### src/rtl/graycode_counter.sv
// Registered up/down Gray-code counter with sync clear/load and a terminal-count pulse.
// Optional macro GRAYCODE_CHECK_EN adds a sticky single-bit-step checker on gray_q.
module graycode_counter #(
  parameter int unsigned DATA_WIDTH   = 8,
  parameter int unsigned RESET_VALUE  = 0,
  parameter int unsigned LOAD_IS_GRAY = 0
) (
  input  logic                  clk,
  input  logic                  rst,
  input  logic                  clear,
  input  logic                  load,
  input  logic [DATA_WIDTH-1:0] load_val,
  input  logic                  en,
  input  logic                  up,
  output logic [DATA_WIDTH-1:0] gray_q,
  output logic [DATA_WIDTH-1:0] bin_q,
  output logic                  tc,
  output logic                  gray_err
);

  localparam logic [DATA_WIDTH-1:0] RstBin  = DATA_WIDTH'(RESET_VALUE);
  localparam logic [DATA_WIDTH-1:0] RstGray = RstBin ^ (RstBin >> 1);
  localparam logic [DATA_WIDTH-1:0] AllOnes = '1;
  localparam logic [DATA_WIDTH-1:0] AllZero = '0;

  function automatic logic [DATA_WIDTH-1:0] bin2gray(input logic [DATA_WIDTH-1:0] b);
    return b ^ (b >> 1);
  endfunction

  // Prefix-XOR from the MSB down recovers the binary value.
  function automatic logic [DATA_WIDTH-1:0] gray2bin(input logic [DATA_WIDTH-1:0] g);
    logic [DATA_WIDTH-1:0] b;
    b[DATA_WIDTH-1] = g[DATA_WIDTH-1];
    for (int i = DATA_WIDTH - 2; i >= 0; i--) begin
      b[i] = b[i+1] ^ g[i];
    end
    return b;
  endfunction

  logic [DATA_WIDTH-1:0] bin_d;
  logic [DATA_WIDTH-1:0] gray_d;
  logic [DATA_WIDTH-1:0] load_bin;
  logic                  tc_d, tc_q;
  logic                  count_step;

  always_comb begin
    load_bin = (LOAD_IS_GRAY != 0) ? gray2bin(load_val) : load_val;
  end

  always_comb begin
    bin_d      = bin_q;
    tc_d       = 1'b0;
    count_step = 1'b0;
    if (clear) begin
      bin_d = RstBin;
    end else if (load) begin
      bin_d = load_bin;
    end else if (en) begin
      count_step = 1'b1;
      if (up) begin
        bin_d = bin_q + 1'b1;
        tc_d  = (bin_q == AllOnes);
      end else begin
        bin_d = bin_q - 1'b1;
        tc_d  = (bin_q == AllZero);
      end
    end
    // Gray copy is derived from the next binary value so both registers move together.
    gray_d = bin2gray(bin_d);
  end

  always_ff @(posedge clk or posedge rst) begin
    if (rst) begin
      bin_q  <= RstBin;
      gray_q <= RstGray;
      tc_q   <= 1'b0;
    end else begin
      bin_q  <= bin_d;
      gray_q <= gray_d;
      tc_q   <= tc_d;
    end
  end

  assign tc = tc_q;

`ifdef GRAYCODE_CHECK_EN
  logic [DATA_WIDTH-1:0] shadow_d, shadow_q;
  logic                  step_d, step_q;
  logic                  gray_err_d, gray_err_q;

  // step_q marks that the last edge was a count step, so gray_q vs shadow_q is a real step.
  always_comb begin
    shadow_d   = count_step ? gray_q : shadow_q;
    step_d     = count_step;
    gray_err_d = gray_err_q;
    if (clear) begin
      gray_err_d = 1'b0;
    end else if (step_q && ($countones(gray_q ^ shadow_q) != 1)) begin
      gray_err_d = 1'b1;
    end
  end

  always_ff @(posedge clk or posedge rst) begin
    if (rst) begin
      shadow_q   <= RstGray;
      step_q     <= 1'b0;
      gray_err_q <= 1'b0;
    end else begin
      shadow_q   <= shadow_d;
      step_q     <= step_d;
      gray_err_q <= gray_err_d;
    end
  end

  assign gray_err = gray_err_q;
`else
  assign gray_err = 1'b0;
`endif

endmodule

### config.mk
export PLATFORM = sky130hd
export DESIGN_NAME = graycode_counter
export DESIGN_NICKNAME = d
export VERILOG_FILES = /design/src/rtl/graycode_counter.sv
export SDC_FILE = /design/constraint.sdc
export NUM_CORES = 1
export LEC_CHECK = 0
export BUFFER_PORTS_ARGS = -buffer_cell sky130_fd_sc_hd__buf_2
export CAP_MARGIN = 20
export CORE_AREA = 2 2 51 72
export CTS_CLUSTER_DIAMETER = 50
export DETAILED_ROUTE_END_ITERATION = 10
export DIE_AREA = 0 0 53 74
export GPL_TIMING_DRIVEN = 1
export PLACE_DENSITY = 0.63
export SLEW_MARGIN = 20
export SYNTH_ARGS = -nofsm -noshare
export SYNTH_HDL_FRONTEND = slang
export SYNTH_SLANG_ARGS = --single-unit
### constraint.sdc
create_clock -name clk -period 3 [get_ports clk]
set_clock_uncertainty 0.15 [all_clocks]
set_input_delay 0.15 -clock clk [delete_from_list [all_inputs] [get_ports clk]]
set_output_delay 0.15 -clock clk [all_outputs]
set_load 0.01 [all_outputs]
; Word level (Yosys, flattened, before mapping)
; Cells that the tools add are included.
[op_classes]
mux = 8
n_reduce_logical = 1
bitwise_logic = 1
eq_ne = 1
n_addsub = 2
[op_table]
columns = cell, count
row1 = $mux 8, 4
row2 = $add 8x1->8 const B, 1
row3 = $eq 8x8->1 const B, 1
row4 = $logic_not 8->1, 1
row5 = $sub 8x1->8 const B, 1
row6 = $xor 8x7->8, 1
row7 = $mux 1, 4
[word_totals]
output_inout_bits = 18
in_bits = 14
elab_cells = 16
register_bits = 17

; Depth between registers and ports, before layout
[logic_depth]
depth_word = 6
depth_mapped = 8
mapped_depth_nobuf = 8

; Worst setup path after synthesis
; Ideal clock, no wire load.
[synth_timing]
path_kind = reg2reg
from = register bin_q[0]
to = register gray_q[6]
path_stages_with_launch = 9
slack_ps = 665
arrival_time_ps = 2056
period_less_slack_ps = 2335
setup_time_ps = 129
required_ps = 2721
cell_sequence = dfrtp_1 > inv_1 > fa_1 > nand2b_1 > a21oi_1 > a21o_1 > a2111oi_0 > or3_1 > xnor2_1
[synth_between]
elab_chain_len = 6
[synth_rtl]
columns = element, line
row1 = "start, declared", 16  ; output logic [DATA_WIDTH-1:0] bin_q,
row2 = "start signal, assigned", 74  ; bin_q <= RstBin;
row3 = "start signal, assigned", 78  ; bin_q <= bin_d;
row4 = $sub 8x1->8 / $add 8x1->8 (equally long branches), "64, 61"
row5 = $mux 8 *, 60  ; if (up) begin
row6 = $mux 8 *, 58  ; end else if (en) begin
row7 = $mux 8 *, 56  ; end else if (load) begin
row8 = $mux 8 *, 54  ; if (clear) begin
row9 = $xor 8x7->8 *, 27  ; return b ^ (b >> 1);
row10 = via gray_d[6], 41  ; logic [DATA_WIDTH-1:0] gray_d;
row11 = "end signal, assigned", 75  ; gray_q <= RstGray;
row12 = "end signal, assigned", 79  ; gray_q <= gray_d;
row13 = "end, declared", 15  ; output logic [DATA_WIDTH-1:0] gray_q,
; Mark *: on every way through the listed nets, which the timed path passes. The rest lies on a longest branch.

; Worst setup path in the final report
; Same ends and word-level chain as after synthesis.

==> run_results.csv <==
group,metric,value,unit
cells_and_area,nets,168,
clocking,clk_latency,0.25,ns
worst_setup_path,r2r-end,"gray_q[6]",
die,dieArea,0.00392,mm2
worst_setup_path,startpoint_type,"register",
cells_and_area,layout_commonest_cell,"buf_2",
pwr,max-vdd-ir-drop,0.377,mV
synth,ys_seq_area_share,36.7,%
global_routing,grt_pass1_vias,928,
route,avgViaCountPerCell,5.13,
worst_setup_path,cp.arrival,2.47,ns
synth,yosys_warnings,0,
timing,final_hold_viol_count,0,
cells_and_area,diodes,0,
cells_and_area,regArea,400,um2
global_routing,grt_pass1_wl,4240,um
die,die_h,74,um
clocking,path_clk_slew,0.06,ns
pwr,power_density,481,mW/mm2
place,routabilityCongestion,0.861,
clocking,cts_setup_buffers,0,
route,ant_nets,0,
hold_path,hp-start,"load_val[0]",
worst_setup_path,critPathKind,"register to register",
clocking,clockBufferDepth,2,
timing,worst_pin_slew,0.576,ns
global_routing,grt_max_degree,20,
place,place_inst,181,
timing,period_needed,2.50,ns
worst_setup_path,endpoint,"gray_q[6]",
route,drc,0,
worst_setup_path,crit_fanout,6,
global_routing,track_usage,14.7,%
timing,slew_headroom,61.5,%
die,row_count,25,
worst_setup_path,critical_path_required,2.98,ns
timing,setup_viol,0,
timing,tns,0,ns
route,vias,954,
route,wl,2610,um
run_status,status,"finished, final reports clean",
synth,synth.distinct_cells,39,
synth,avgSynthCellArea,9.31,um2
die,io_pins,32,
clocking,numCtsBuffers,3,
place,hpwl,2110,um
global_routing,grt_overflow,0,
worst_setup_path,path_cells,"inv_1, fa_1, nand2b_1, a21oi_1, a21o_1, a2111oi_0, or3_1, xnor2_1",
cells_and_area,drive_gt1_share,26.7,%
global_routing,antenna_found_initial,0,
cells_and_area,stdcell_count,186,
timing,period_share,83.2,%
clocking,cts_resized,0,
pwr,leakage,0.648,nW
synth,synth_area,0.00109,mm2
worst_setup_path,crit_path_max_incr_delay,0.46,ns
synth,ys_ff_latch,16,
worst_setup_path,r2r_slack,0.50,ns
clocking,tritoncts,"done",
cells_and_area,multi_input_area,633,um2
worst_setup_path,reg2reg_depth,8,
pwr,finalPower,0.637,mW
route,first_iter_violations,30,
run,max-cap-violations,0,
cells_and_area,nFillCells,344,
clocking,clock_sinks,16,
hold_path,hold_path_class,"primary input to register",
place,io_buffers,30,
die,initial_core_util,33.2,%
worst_setup_path,worst_path_max_delay_cell,"dfrtp_1",
worst_setup_path,r2r-start,"bin_q[0]",
cells_and_area,areaGrowthSynthToFinish,21.6,%
synth,syn_nets,138,
worst_setup_path,endpoint_kind,"register",
die,die_w,53,um
timing,fmax,0.401,GHz
timing,maxSlewViolCount,0,
route,avgRoutedWirePerCell,14.0,um
worst_setup_path,startpoint,"bin_q[0]",
timing,rsz0062_at_grt,"no",
die,core,0.00328,mm2
clocking,htree_levels,1,
route,drt_pass1_iterations,4,
synth,synthCells,117,
clocking,clk_root_buffer_cell,"clkbuf_8",
cells_and_area,mostFrequentLayoutCells,"buf_2, nor2_1, dfrtp_1",
cell families after synthesis:
| group | share of synthesized area [%] |
|---|---|
| adders and majority gates | 8.73 |
| buffers and inverters | 5.17 |
| AOI/OAI and AO/OA | 18.4 |
| other | 0.344 |
| and+or+nand+nor | 18.9 |
| xor gates and xnor gates | 8.84 |
| DFF | 36.7 |
| muxes | 2.87 |
routing by layer:
metal | vias to the layer above | routed length, um | GRT usage (%)
li1 | 464 | - | -
met1 | 460 | 1050 | 17.4
met2 | 25 | 1400 | 25.7
met3 | 5 | 105 | 1.41
met4 | 0 | 51 | 7.98
met5 | - | 0 | 0
report_power, final:
group / total (mW) / internal [mW] / switching, mW
combinational: 0.194 / 0.0848 / 0.109
clock: 0.185 / 0.116 / 0.0687
sequential: 0.258 / 0.239 / 0.0189
total: 0.637 / 0.440 / 0.197
final cells by class:
class	instances	share of cell area, %
clock buffers	4	4.15
well taps	40	3.78
repair buffers	31	12.1
flip-flops and latches	16	30.2
inverters	7	1.98
multi-input cells	88	47.8
timing repair:
item / in CTS / in global routing
setup endpoints to repair: 0 / 0
hold buffers: 1 / 0
endpoints found under the hold margin: 16 / 0
registers in the layout, indices dropped and copies added, names as in the netlist:
| signal | flops |
|---|---|
| gray_q | 7 |
| tc | 1 |
| bin_q | 8 |
stage by stage:
step                cell area, um2  utilization (%)  hold slack, ns  setup slack, ns
finish                        1330             40.3          0.0846            0.504
global placement              1260             38.4          0.0927            0.623
detailed placement            1260             38.4           0.104            0.549
floorplan                     1090                -         -0.0863            0.665
CTS                           1330             40.3          0.0798            0.533
global route                  1330             40.3           0.104            0.338
worst min path at each step:
| stage | cells past startpoint | to | slack [ns] |
|---|---|---|---|
| after detailed placement | 2 | bin_q[5] | 0.10 |
| after floorplan | 1 | bin_q[0] | -0.09 |
| final | 3 | bin_q[0] | 0.08 |
| after global routing | 3 | bin_q[0] | 0.10 |
| after global placement | 2 | gray_q[4] | 0.09 |
| after CTS | 3 | bin_q[0] | 0.08 |
worst max-delay path: cells and delay by family, from the launching register on:
family / cells / cell delay (ns)
AO/OA/AOI/OAI: 3 / 0.50
adder cells (fa/ha/maj): 1 / 0.43
XOR/XNOR: 1 / 0.16
flip-flops: 1 / 0.46
AND/OR/NAND/NOR: 2 / 0.59
buffers and inverters: 1 / 0.09
cell usage after synthesis:
cell type,n,area (um2)
a2111oi_0,1,8.76
a2111oi_4,1,27.5
a211o_1,1,8.76
a211oi_1,1,7.51
a211oi_2,1,12.5
a21o_1,1,7.51
a21oi_1,5,25.0
a22o_1,1,8.76
a22oi_1,1,7.51
a311oi_1,1,8.76
a31oi_1,2,12.5
a41o_1,1,10.0
buf_1,1,3.75
buf_4,2,15.0
clkbuf_1,3,11.3
conb_1,1,3.75
dfrtp_1,16,400
fa_1,1,20.0
ha_1,6,75.1
inv_1,7,26.3
mux2_2,1,11.3
mux2i_1,2,20.0
nand2_1,3,11.3
nand2b_1,5,31.3
nand3b_1,3,22.5
nand4_1,2,12.5
nor2_1,17,63.8
nor2b_1,3,18.8
nor3_1,4,20.0
nor3b_1,1,7.51
nor4_1,2,12.5
o211ai_1,1,7.51
o21ai_0,4,20.0
o21ai_2,1,8.76
o21bai_2,1,11.3
o31ai_1,1,7.51
or3_1,1,6.26
xnor2_1,8,70.1
xor2_1,3,26.3
No activity file was read; power rests on OpenSTA's default activity.
